$ cat config.mk
export PLATFORM = sky130hd
export DESIGN_NAME = if_fetch_stage
export DESIGN_NICKNAME = d
export VERILOG_FILES = /design/src/rtl/if_pkg.sv /design/src/rtl/if_fifo.sv /design/src/rtl/if_fetch_stage.sv
export SDC_FILE = /design/constraint.sdc
export NUM_CORES = 1
export LEC_CHECK = 0
export CAP_MARGIN = 20
export CORE_UTILIZATION = 57
export CTS_CLUSTER_SIZE = 12
export DETAILED_ROUTE_END_ITERATION = 8
export DONT_BUFFER_PORTS = 1
export GPL_TIMING_DRIVEN = 0
export PLACE_DENSITY = 0.83
export SLEW_MARGIN = 15
export SYNTH_ARGS = -nofsm -noshare
export SYNTH_HDL_FRONTEND = slang
export SYNTH_SLANG_ARGS = --single-unit
$ cat constraint.sdc
create_clock -name clk -period 4.7 [get_ports clk]
set_input_delay 1.175 -clock clk [delete_from_list [all_inputs] [get_ports clk]]
set_output_delay 1.175 -clock clk [all_outputs]
set_load 0.02 [all_outputs]
$ cat src/rtl/if_pkg.sv
// Shared constants, fetch FSM encoding and the buffered fetch entry for the fetch stage.
package if_pkg;

   localparam int XLEN = 32;
   localparam logic [XLEN-1:0] RESET_PC_DEFAULT = 32'h0000_0000;

   typedef enum logic [1:0] {
      BOOT  = 2'd0,
      RUN   = 2'd1,
      DRAIN = 2'd2
   } fetch_state_e;

   typedef struct packed {
      logic [XLEN-1:0] pc;
      logic [XLEN-1:0] instr;
   } fetch_entry_t;

   localparam int ENTRY_W = $bits(fetch_entry_t);

endpackage

$ cat src/rtl/if_fifo.sv
// Small synchronous FIFO; head is visible combinationally, push/pop land on the next edge.
// Flush empties it and beats a same-cycle push; pushes into a full FIFO are dropped.
module if_fifo #(
   parameter int DEPTH = 2,
   parameter int WIDTH = 64,
   localparam int AW = $clog2(DEPTH),
   localparam int CW = AW + 1
) (
   input  logic             clk,
   input  logic             rst,
   input  logic             push,
   input  logic [WIDTH-1:0] push_dat,
   input  logic             pop,
   input  logic             flush,
   output logic [WIDTH-1:0] head_dat,
   output logic [CW-1:0]    count,
   output logic             full,
   output logic             empty
);

   logic [WIDTH-1:0] mem [DEPTH];
   logic [AW-1:0]    rd_ptr;
   logic [AW-1:0]    wr_ptr;
   logic             do_push;
   logic             do_pop;

   assign full     = (count == CW'(DEPTH));
   assign empty    = (count == '0);
   assign do_push  = push & ~full & ~flush;
   assign do_pop   = pop & ~empty & ~flush;
   assign head_dat = mem[rd_ptr];

   always_ff @(posedge clk) begin
      if (do_push) begin
         mem[wr_ptr] <= push_dat;
      end
   end

   always_ff @(posedge clk or posedge rst) begin
      if (rst) begin
         rd_ptr <= '0;
         wr_ptr <= '0;
         count  <= '0;
      end else if (flush) begin
         rd_ptr <= '0;
         wr_ptr <= '0;
         count  <= '0;
      end else begin
         if (do_push) begin
            wr_ptr <= wr_ptr + AW'(1);
         end
         if (do_pop) begin
            rd_ptr <= rd_ptr + AW'(1);
         end
         count <= count + CW'(do_push) - CW'(do_pop);
      end
   end

endmodule

$ cat src/rtl/if_fetch_stage.sv
// Instruction fetch: owns the PC, keeps <= FIFO_DEPTH words buffered or in flight, hands {pc, instr} to decode.
// Response to id_valid is one cycle after rvalid; redirects flush and drain stale responses. Optional IF_PERF_CNT_EN adds perf counters.
module if_fetch_stage
   import if_pkg::*;
#(
   parameter logic [31:0] RESET_PC   = RESET_PC_DEFAULT,
   parameter int          FIFO_DEPTH = 2
) (
   input  logic             clk,
   input  logic             rst,
   output logic             inst_req,
   output logic [XLEN-1:0]  inst_addr,
   input  logic             inst_gnt,
   input  logic             inst_rvalid,
   input  logic [XLEN-1:0]  inst_rdata,
   output logic             id_valid,
   input  logic             id_ready,
   output logic [XLEN-1:0]  id_pc,
   output logic [XLEN-1:0]  id_instr,
   input  logic             redirect_valid,
   input  logic [XLEN-1:0]  redirect_pc
`ifdef IF_PERF_CNT_EN
   ,
   output logic [31:0]      perf_stall_cnt,
   output logic [31:0]      perf_flush_cnt
`endif
);

   localparam int CW = $clog2(FIFO_DEPTH) + 1;

   fetch_state_e    state;
   fetch_state_e    state_nxt;
   logic [XLEN-1:0] pc;
   logic [XLEN-1:0] pc_nxt;
   logic [XLEN-1:0] resp_pc;
   logic [XLEN-1:0] resp_pc_nxt;
   logic [XLEN-1:0] target;
   logic [CW-1:0]   outstanding;
   logic [CW-1:0]   out_nxt;
   logic [CW-1:0]   drop_cnt;
   logic [CW-1:0]   drop_nxt;
   logic [CW-1:0]   fifo_count;
   logic [CW:0]     credit_used;
   logic            credit_ok;
   logic            fifo_push;
   logic            fifo_pop;
   logic            fifo_flush;
   logic            fifo_full;
   logic            fifo_empty;
   fetch_entry_t    push_entry;
   fetch_entry_t    head_entry;

   assign target     = redirect_pc & ~32'h3;
   assign inst_addr  = pc;
   assign push_entry = '{pc: resp_pc, instr: inst_rdata};

   assign id_valid = ~fifo_empty;
   assign fifo_pop = id_valid & id_ready;
   assign id_pc    = id_valid ? head_entry.pc : '0;
   assign id_instr = id_valid ? head_entry.instr : '0;

   // The slot freed by this cycle's pop counts as credit, so a steady stream runs at one word per cycle.
   assign credit_used = {1'b0, fifo_count} + {1'b0, outstanding} - {{CW{1'b0}}, fifo_pop};
   assign credit_ok   = credit_used < (CW+1)'(FIFO_DEPTH);

   always_comb begin
      state_nxt   = state;
      inst_req    = 1'b0;
      fifo_push   = 1'b0;
      fifo_flush  = 1'b0;
      pc_nxt      = pc;
      resp_pc_nxt = resp_pc;
      out_nxt     = outstanding;
      drop_nxt    = drop_cnt;
      unique case (state)
         BOOT: begin
            state_nxt = RUN;
         end
         RUN: begin
            inst_req = credit_ok & ~redirect_valid;
            if (inst_req && inst_gnt) begin
               pc_nxt  = pc + 32'd4;
               out_nxt = out_nxt + CW'(1);
            end
            if (inst_rvalid) begin
               fifo_push   = 1'b1;
               resp_pc_nxt = resp_pc + 32'd4;
               out_nxt     = out_nxt - CW'(1);
            end
         end
         DRAIN: begin
            if (inst_rvalid) begin
               drop_nxt = drop_cnt - CW'(1);
            end
            if (drop_nxt == '0) begin
               state_nxt = RUN;
            end
         end
         default: begin
            state_nxt = BOOT;
         end
      endcase
      // Everything still in flight, minus a response landing now, becomes stale.
      if (redirect_valid && state != BOOT) begin
         fifo_flush  = 1'b1;
         fifo_push   = 1'b0;
         pc_nxt      = target;
         resp_pc_nxt = target;
         drop_nxt    = drop_cnt + outstanding + CW'(inst_req & inst_gnt) - CW'(inst_rvalid);
         out_nxt     = '0;
         state_nxt   = (drop_nxt == '0) ? RUN : DRAIN;
      end
   end

   always_ff @(posedge clk or posedge rst) begin
      if (rst) begin
         state       <= BOOT;
         pc          <= RESET_PC;
         resp_pc     <= RESET_PC;
         outstanding <= '0;
         drop_cnt    <= '0;
      end else begin
         state       <= state_nxt;
         pc          <= pc_nxt;
         resp_pc     <= resp_pc_nxt;
         outstanding <= out_nxt;
         drop_cnt    <= drop_nxt;
      end
   end

   if_fifo #(
      .DEPTH (FIFO_DEPTH),
      .WIDTH (ENTRY_W)
   ) u_fifo (
      .clk      (clk),
      .rst      (rst),
      .push     (fifo_push),
      .push_dat (push_entry),
      .pop      (fifo_pop),
      .flush    (fifo_flush),
      .head_dat (head_entry),
      .count    (fifo_count),
      .full     (fifo_full),
      .empty    (fifo_empty)
   );

   a_no_rvalid_when_full : assert property (@(posedge clk) disable iff (rst)
      !(state == RUN && inst_rvalid && fifo_full));

`ifdef IF_PERF_CNT_EN
   always_ff @(posedge clk or posedge rst) begin
      if (rst) begin
         perf_stall_cnt <= '0;
         perf_flush_cnt <= '0;
      end else begin
         if (id_valid && !id_ready && perf_stall_cnt != 32'hFFFF_FFFF) begin
            perf_stall_cnt <= perf_stall_cnt + 32'd1;
         end
         if (redirect_valid && perf_flush_cnt != 32'hFFFF_FFFF) begin
            perf_flush_cnt <= perf_flush_cnt + 32'd1;
         end
      end
   end
`endif

endmodule

==> run metrics, run 1 <==
total number of yosys warnings 0; logic gate share of total power 0.345; total of buffers placed on input and output ports 0; total chip power 6670 uW; count of final setup violators 0; Sequential Power Share 0.438; hold worst-path end u_fifo.mem[0][41]; switching part of the total 0.417; clock tree from TritonCTS built; global-route total usage across every layer 0.265; post-route clock skew 0.0103 ns; average routed wire per standard cell 21.3 um; pin count of the biggest net entering global routing 45; run status finished clean; Initial Util 0.585; proportion of layout cells with a drive suffix above 1 0.0653; count of cells along the worst register-to-register path 12; Period minus WS final 4.37 ns; fmax 229 MHz; total CTS buffers 17; filler cell count 1124; most common cell after layout, fill and taps aside sky130_fd_sc_hd__edfxtp_1; post-synthesis async set-or-reset flop share 0.361; Area contributors post-synth sky130_fd_sc_hd__edfxtp_1, sky130_fd_sc_hd__dfrtp_1, sky130_fd_sc_hd__mux2i_1; number of distinct library cells after synthesis 56; Setup crit start u_fifo.count[1]; count of mapped cells out of synthesis 760; Slew @ Worst Pin 0.937 ns; Hold Crit Start resp_pc[9]; total die area 16100 um^2; die height 127 um; worst skew pair latency 0.43 ns; layout overhead on the synthesized area 10.8%; required time at the endpoint of the critical path 3.52 ns; library cell with the largest summed area after synthesis sky130_fd_sc_hd__edfxtp_1; reg-to-reg endpoint inst_addr[30]; antenna violations before repair 0; top_reg_cell synth sky130_fd_sc_hd__edfxtp_1; DRC viols 0; sum of overflow across all layers after global routing 0; synthesized flop and latch total 194; fraction of the yosys area taken by sequential cells 0.615; number of iterations in the first detailed-routing pass 5; number of global-route vias before repair 5975; met3 wire length 2.17 mm; root cell of the clock tree sky130_fd_sc_hd__clkbuf_16; utilization after layout 0.648; Slew Limit Headroom 0.373; post-synthesis area per instance 11.7 um^2; dpl hpwl 15.1 mm; share of the synthesized area in the top cell type 0.418; final critical-path share of the clock period 0.929; net switching power 2780 uW; total negative slack for setup checks 0 ns; critical path start-end classification reg -> out; routability congestion estimate 0.931; P_int 3890 uW; number of core rows 45; share of total power in the clock network 0.217; Total Nets Final 865; global-route wire length before repair 32.1 mm; RSZ-0062 raised after global routing false; peak supply drop 0.000297 V; clock input transition at the sequential cells of the worst setup and hold paths 0.07 ns; number of setup buffers added after CTS 0; total leakage power 0.00344 uW; Top Metal Used met4; vias 6286; I/O pin cnt 168; reg-to-reg startpoint u_fifo.count[1]; met1 WL 8.05 mm; critical path capture point type output port; EDFF count, synth 124; worst hold path depth 0; diode count 0; sum of routed wire length over all layers 20.9 mm; final hold violation count 0; Max H-tree Level 4; ratio of routed vias to standard cells 6.39; DRC violation total after the first TritonRoute iteration 680; crit-path max FO 9; path type of the worst min-delay path reg -> reg; Detail Route met2 WL 9.95 mm; maximum root-to-sink buffer count 2; reg-to-reg slack, setup 0.53 ns; Netlist Area Pre-Place 8900 um^2; cts-stage hold buffer count 0; hold slack final 0.504 ns; number of max-slew violations in the final report 0; Die X-Extent 127 um; number of antenna-violating nets in the routed design 0; clock sinks 194; core box area 15200 um^2; leading cell types in the layout, fill and taps excluded sky130_fd_sc_hd__edfxtp_1, sky130_fd_sc_hd__nor2_1, sky130_fd_sc_hd__dfrtp_1; Max Cap Viol 0; power density normalized to cell area 677 nW/um^2; data arrival time at the worst-slack endpoint 3.19 ns; startpoint type of the worst setup path register
[sequential cells by signal, indices dropped and copies added, names as in the netlist]
name / cells
drop_cnt: 2
u_fifo.mem: 124
inst_addr: 30
outstanding: 2
u_fifo.count: 2
u_fifo.wr_ptr: 1
resp_pc: 30
u_fifo.rd_ptr: 1
state: 2
[critical path, stage by stage (launching register included)]
cell                       delay, ns
sky130_fd_sc_hd__dfrtp_1        0.45
sky130_fd_sc_hd__nor2_4         0.32
sky130_fd_sc_hd__inv_1          0.21
sky130_fd_sc_hd__nand2_1        0.17
sky130_fd_sc_hd__inv_1          0.09
sky130_fd_sc_hd__ha_1           0.28
sky130_fd_sc_hd__nand2b_1       0.16
sky130_fd_sc_hd__fa_1           0.41
sky130_fd_sc_hd__xnor2_2        0.43
sky130_fd_sc_hd__nor2_1         0.24
[synthesized netlist by cell type, drive strengths merged (4+ instances only)]
master  instances
nor3           15
and4            6
edfxtp        124
nand4          17
nand3          20
and2            8
xor2           12
xnor2          23
o21ai          22
o22ai           9
a311oi          7
or4             6
clkbuf         29
nand2          57
buf            13
or3             4
and3            7
a31oi           9
nor2b           4
a21oi          38
o211ai          5
inv            13
ha              7
mux2i          63
dfrtp          70
nor4           10
o22a            6
nor2          116
o21a            4
[routing by layer]
metal / up-vias / GRT usage
met1: 3009 / 0.336
met5: - / 0
met2: 382 / 0.420
met4: 0 / 0.141
met3: 59 / 0.0671
li1: 2836 / -
[kinds of logic (layout without fill, tap and decap cells)]
family                     Yosys count  count (layout)  synth area share
and+or+nand+nor                    278             278             0.149
buffers and inverters               55              88            0.0256
AOI/OAI and AO/OA                  125             125            0.0898
adders and majority gates            9               9            0.0143
muxes                               63              63            0.0709
other                                1               4          0.000421
DFF                                194             194             0.615
xor gates and xnor gates            35              35            0.0344
[worst max-delay path by stage]
| stage | slack [ns] | end |
|---|---|---|
| 2_1_floorplan | 0.40 | u_fifo.mem[0][0] |
| 3_3_place_gp | -0.67 | u_fifo.mem[0][7] |
| 3_5_place_dp | -0.06 | inst_req |
| 4_1_cts | 0.08 | inst_req |
| 5_1_grt | 0.22 | inst_req |
| 6_report | 0.33 | inst_req |
[through the flow]
stage	setup WS, ns	std cells	instance area (um^2)
finish	0.333	984	9860
detailed placement	-0.0644	955	9250
CTS	0.0840	984	9850
floorplan	0.397	763	8910
global route	0.216	984	9860
global placement	-0.674	951	9150
[power by group through the flow]
stage	registers (uW)	clock network, uW	logic [uW]
6_report	2930	1450	2300
5_1_grt	2980	1520	2510
4_1_cts	2910	1460	2290
3_5_place_dp	2940	0	2260
3_3_place_gp	2910	0	2160
2_1_floorplan	2790	0	1790
[cell type report]
type,count,area (um^2),area share
buffer,42,179,0.0182
multi-input combinational,514,3230,0.328
timing repair buffer,4,95.1,0.00965
sequential,194,5480,0.555
clock inverter,12,163,0.0165
inverter,13,51.3,0.00520
tap,188,235,0.0239
clock buffer,17,425,0.0432
[timing repair]
action / CTS / global route
setup endpoints to repair: 3 / 1
gates resized for setup: 2 / 1
endpoints found under the hold margin: 0 / 0
cloned: 0 / 0
Power figures use the tool's default switching activity.
==> inputs of run 2 (changes only) <==
- CORE_MARGIN: unset -> 10
- clock period: 4.7 -> 3.8 ns (I/O delays scaled with it)
==> run metrics, run 2 (synthesized netlist as in run 1, its figures left out) <==
leading cell types in the layout, fill and taps excluded sky130_fd_sc_hd__edfxtp_1, sky130_fd_sc_hd__nor2_1, sky130_fd_sc_hd__dfrtp_1; Max H-tree Level 4; count of final setup violators 0; DRC viols 0; post-route clock skew 0.00814 ns; number of antenna-violating nets in the routed design 0; layout overhead on the synthesized area 11.8%; Top reg by flops u_fifo.mem; post-route design area 9950 um^2; number of max-slew violations in the final report 0; crit-path max FO 8; final hold violation count 0; core box area 15300 um^2; critical-path cell list nor2_4, inv_2, nand2_2, inv_1, ha_1, nand2b_1, fa_2, xnor2_4, nor2_4; total die area 21000 um^2; power density normalized to cell area 849 nW/um^2; critical path capture point type output port; root cell of the clock tree sky130_fd_sc_hd__clkbuf_16; max reg flops 124; vias 6322; clock sinks 194; total CTS buffers 17; Slowest-stage cell, CP sky130_fd_sc_hd__dfrtp_2; ratio of routed vias to standard cells 6.23; antenna violations before repair 0; filler cell count 1141; clock input transition at the sequential cells of the worst setup and hold paths 0.07 ns; sum of routed wire length over all layers 22.8 mm; I/O pin cnt 168; worst skew pair latency 0.44 ns; global-route total usage across every layer 0.209; RSZ-0062 raised after global routing false; total chip power 8440 uW; hold slack final 0.333 ns; Total Nets Final 869; Area after DPL 9260 um^2; delay of the slowest critical-path stage 0.45 ns; total leakage power 0.00346 uW; dominant cell type by count on the critical path sky130_fd_sc_hd__nor2_4; sum of overflow across all layers after global routing 0; clock tree from TritonCTS built; number of global-route vias before repair 6149; final critical-path share of the clock period 0.948; maximum root-to-sink buffer count 2; Slew Limit Headroom 0.439; most common cell after layout, fill and taps aside sky130_fd_sc_hd__edfxtp_1; Max Cap Viol 0; die height 145 um; peak supply drop 0.000413 V; cts-stage hold buffer count 0; run status finished clean; pin count of the biggest net entering global routing 63; count of cells along the worst register-to-register path 13; number of core rows 45; number of iterations in the first detailed-routing pass 5; fmax 278 MHz; average routed wire per standard cell 22.5 um; dpl hpwl 16.6 mm; cell type group with the largest total delay on the critical path adder cells; path type of the worst min-delay path in -> async; critical path start-end classification reg -> out; Slew @ Worst Pin 0.842 ns; area taken by flip-flops and latches 5480 um^2; diode count 0; proportion of layout cells with a drive suffix above 1 0.0809; critical path buffer and inverter count 2; startpoint type of the worst setup path register; Period minus WS final 3.60 ns; global-route wire length before repair 34.9 mm; total of buffers placed on input and output ports 0; routability congestion estimate 0.936; Initial Util 0.583; required time at the endpoint of the critical path 2.85 ns; DRC violation total after the first TritonRoute iteration 518; cell count along the critical path 9; data arrival time at the worst-slack endpoint 2.65 ns; multi-input gate area in the final layout 3270 um^2; Die X-Extent 145 um
run 2: changes by cell type in the layout (fill, tap and decap cells not counted), sizes merged:
cell and delta:
buf +4, bufinv -2, clkinv -3, clkinvlp -1, inv +9
run 2: cell type report:
type                            count  area share
Sequential cell                   194       0.551
Multi-Input combinational cell    514       0.329
Buffer                             42      0.0180
Clock inverter                     15      0.0165
Tap cell                          211      0.0265
Inverter                           13     0.00516
Timing Repair Buffer                8      0.0113
Clock buffer                       17      0.0428
run 2: path summary, 6_finish.rpt:
kind | startpoint | end | slack [ns]
worst max-delay path | u_fifo.count[1] | inst_req | 0.20
worst min-delay path | rst | inst_addr[11] | 0.33
worst max register to register | u_fifo.count[1] | inst_addr[30] | 0.20
worst min register to register | resp_pc[9] | u_fifo.mem[1][41] | 0.51
max in group asynchronous | rst | u_fifo.rd_ptr | 2.92
min in group clk | resp_pc[9] | u_fifo.mem[1][41] | 0.51
run 2: what timing repair did:
item,4_1_cts,5_1_grt
setup endpoints to repair,37,12
resized for setup,7,6
pin swaps,2,3
setup buffers,2,3
run 2: worst register-to-register path, delay by kind of cell, from the launching register on:
kind	cells	cell delay (ns)
AO/OA/AOI/OAI	1	0.18
adder cells (fa/ha/maj)	2	0.88
buffers and inverters	3	0.38
flip-flops	1	0.45
AND/OR/NAND/NOR	7	1.64
run 2: through the flow:
stage               utilization  TNS [ns]  cells  setup WS [ns]
floorplan                     -         0    763          0.191
global placement          0.602    -51.04    974         -0.759
detailed placement        0.607    -20.34    977         -0.875
CTS                       0.649  -0.00447   1011       -0.00447
global route              0.652         0   1014         0.0580
finish                    0.652         0   1014          0.196
run 2: layer usage:
metal / up-vias / global-route usage / wire (um)
met5: - / 0 / 0
met4: 0 / 0.0730 / 542
met2: 364 / 0.330 / 10700
met1: 3064 / 0.253 / 8740
li1: 2850 / - / -
met3: 44 / 0.0857 / 2790
run 2: where the power goes:
part	total [uW]	internal [uW]	switching, uW
logic	3040	1040	2000
registers	3620	2830	792
clock network	1780	937	842
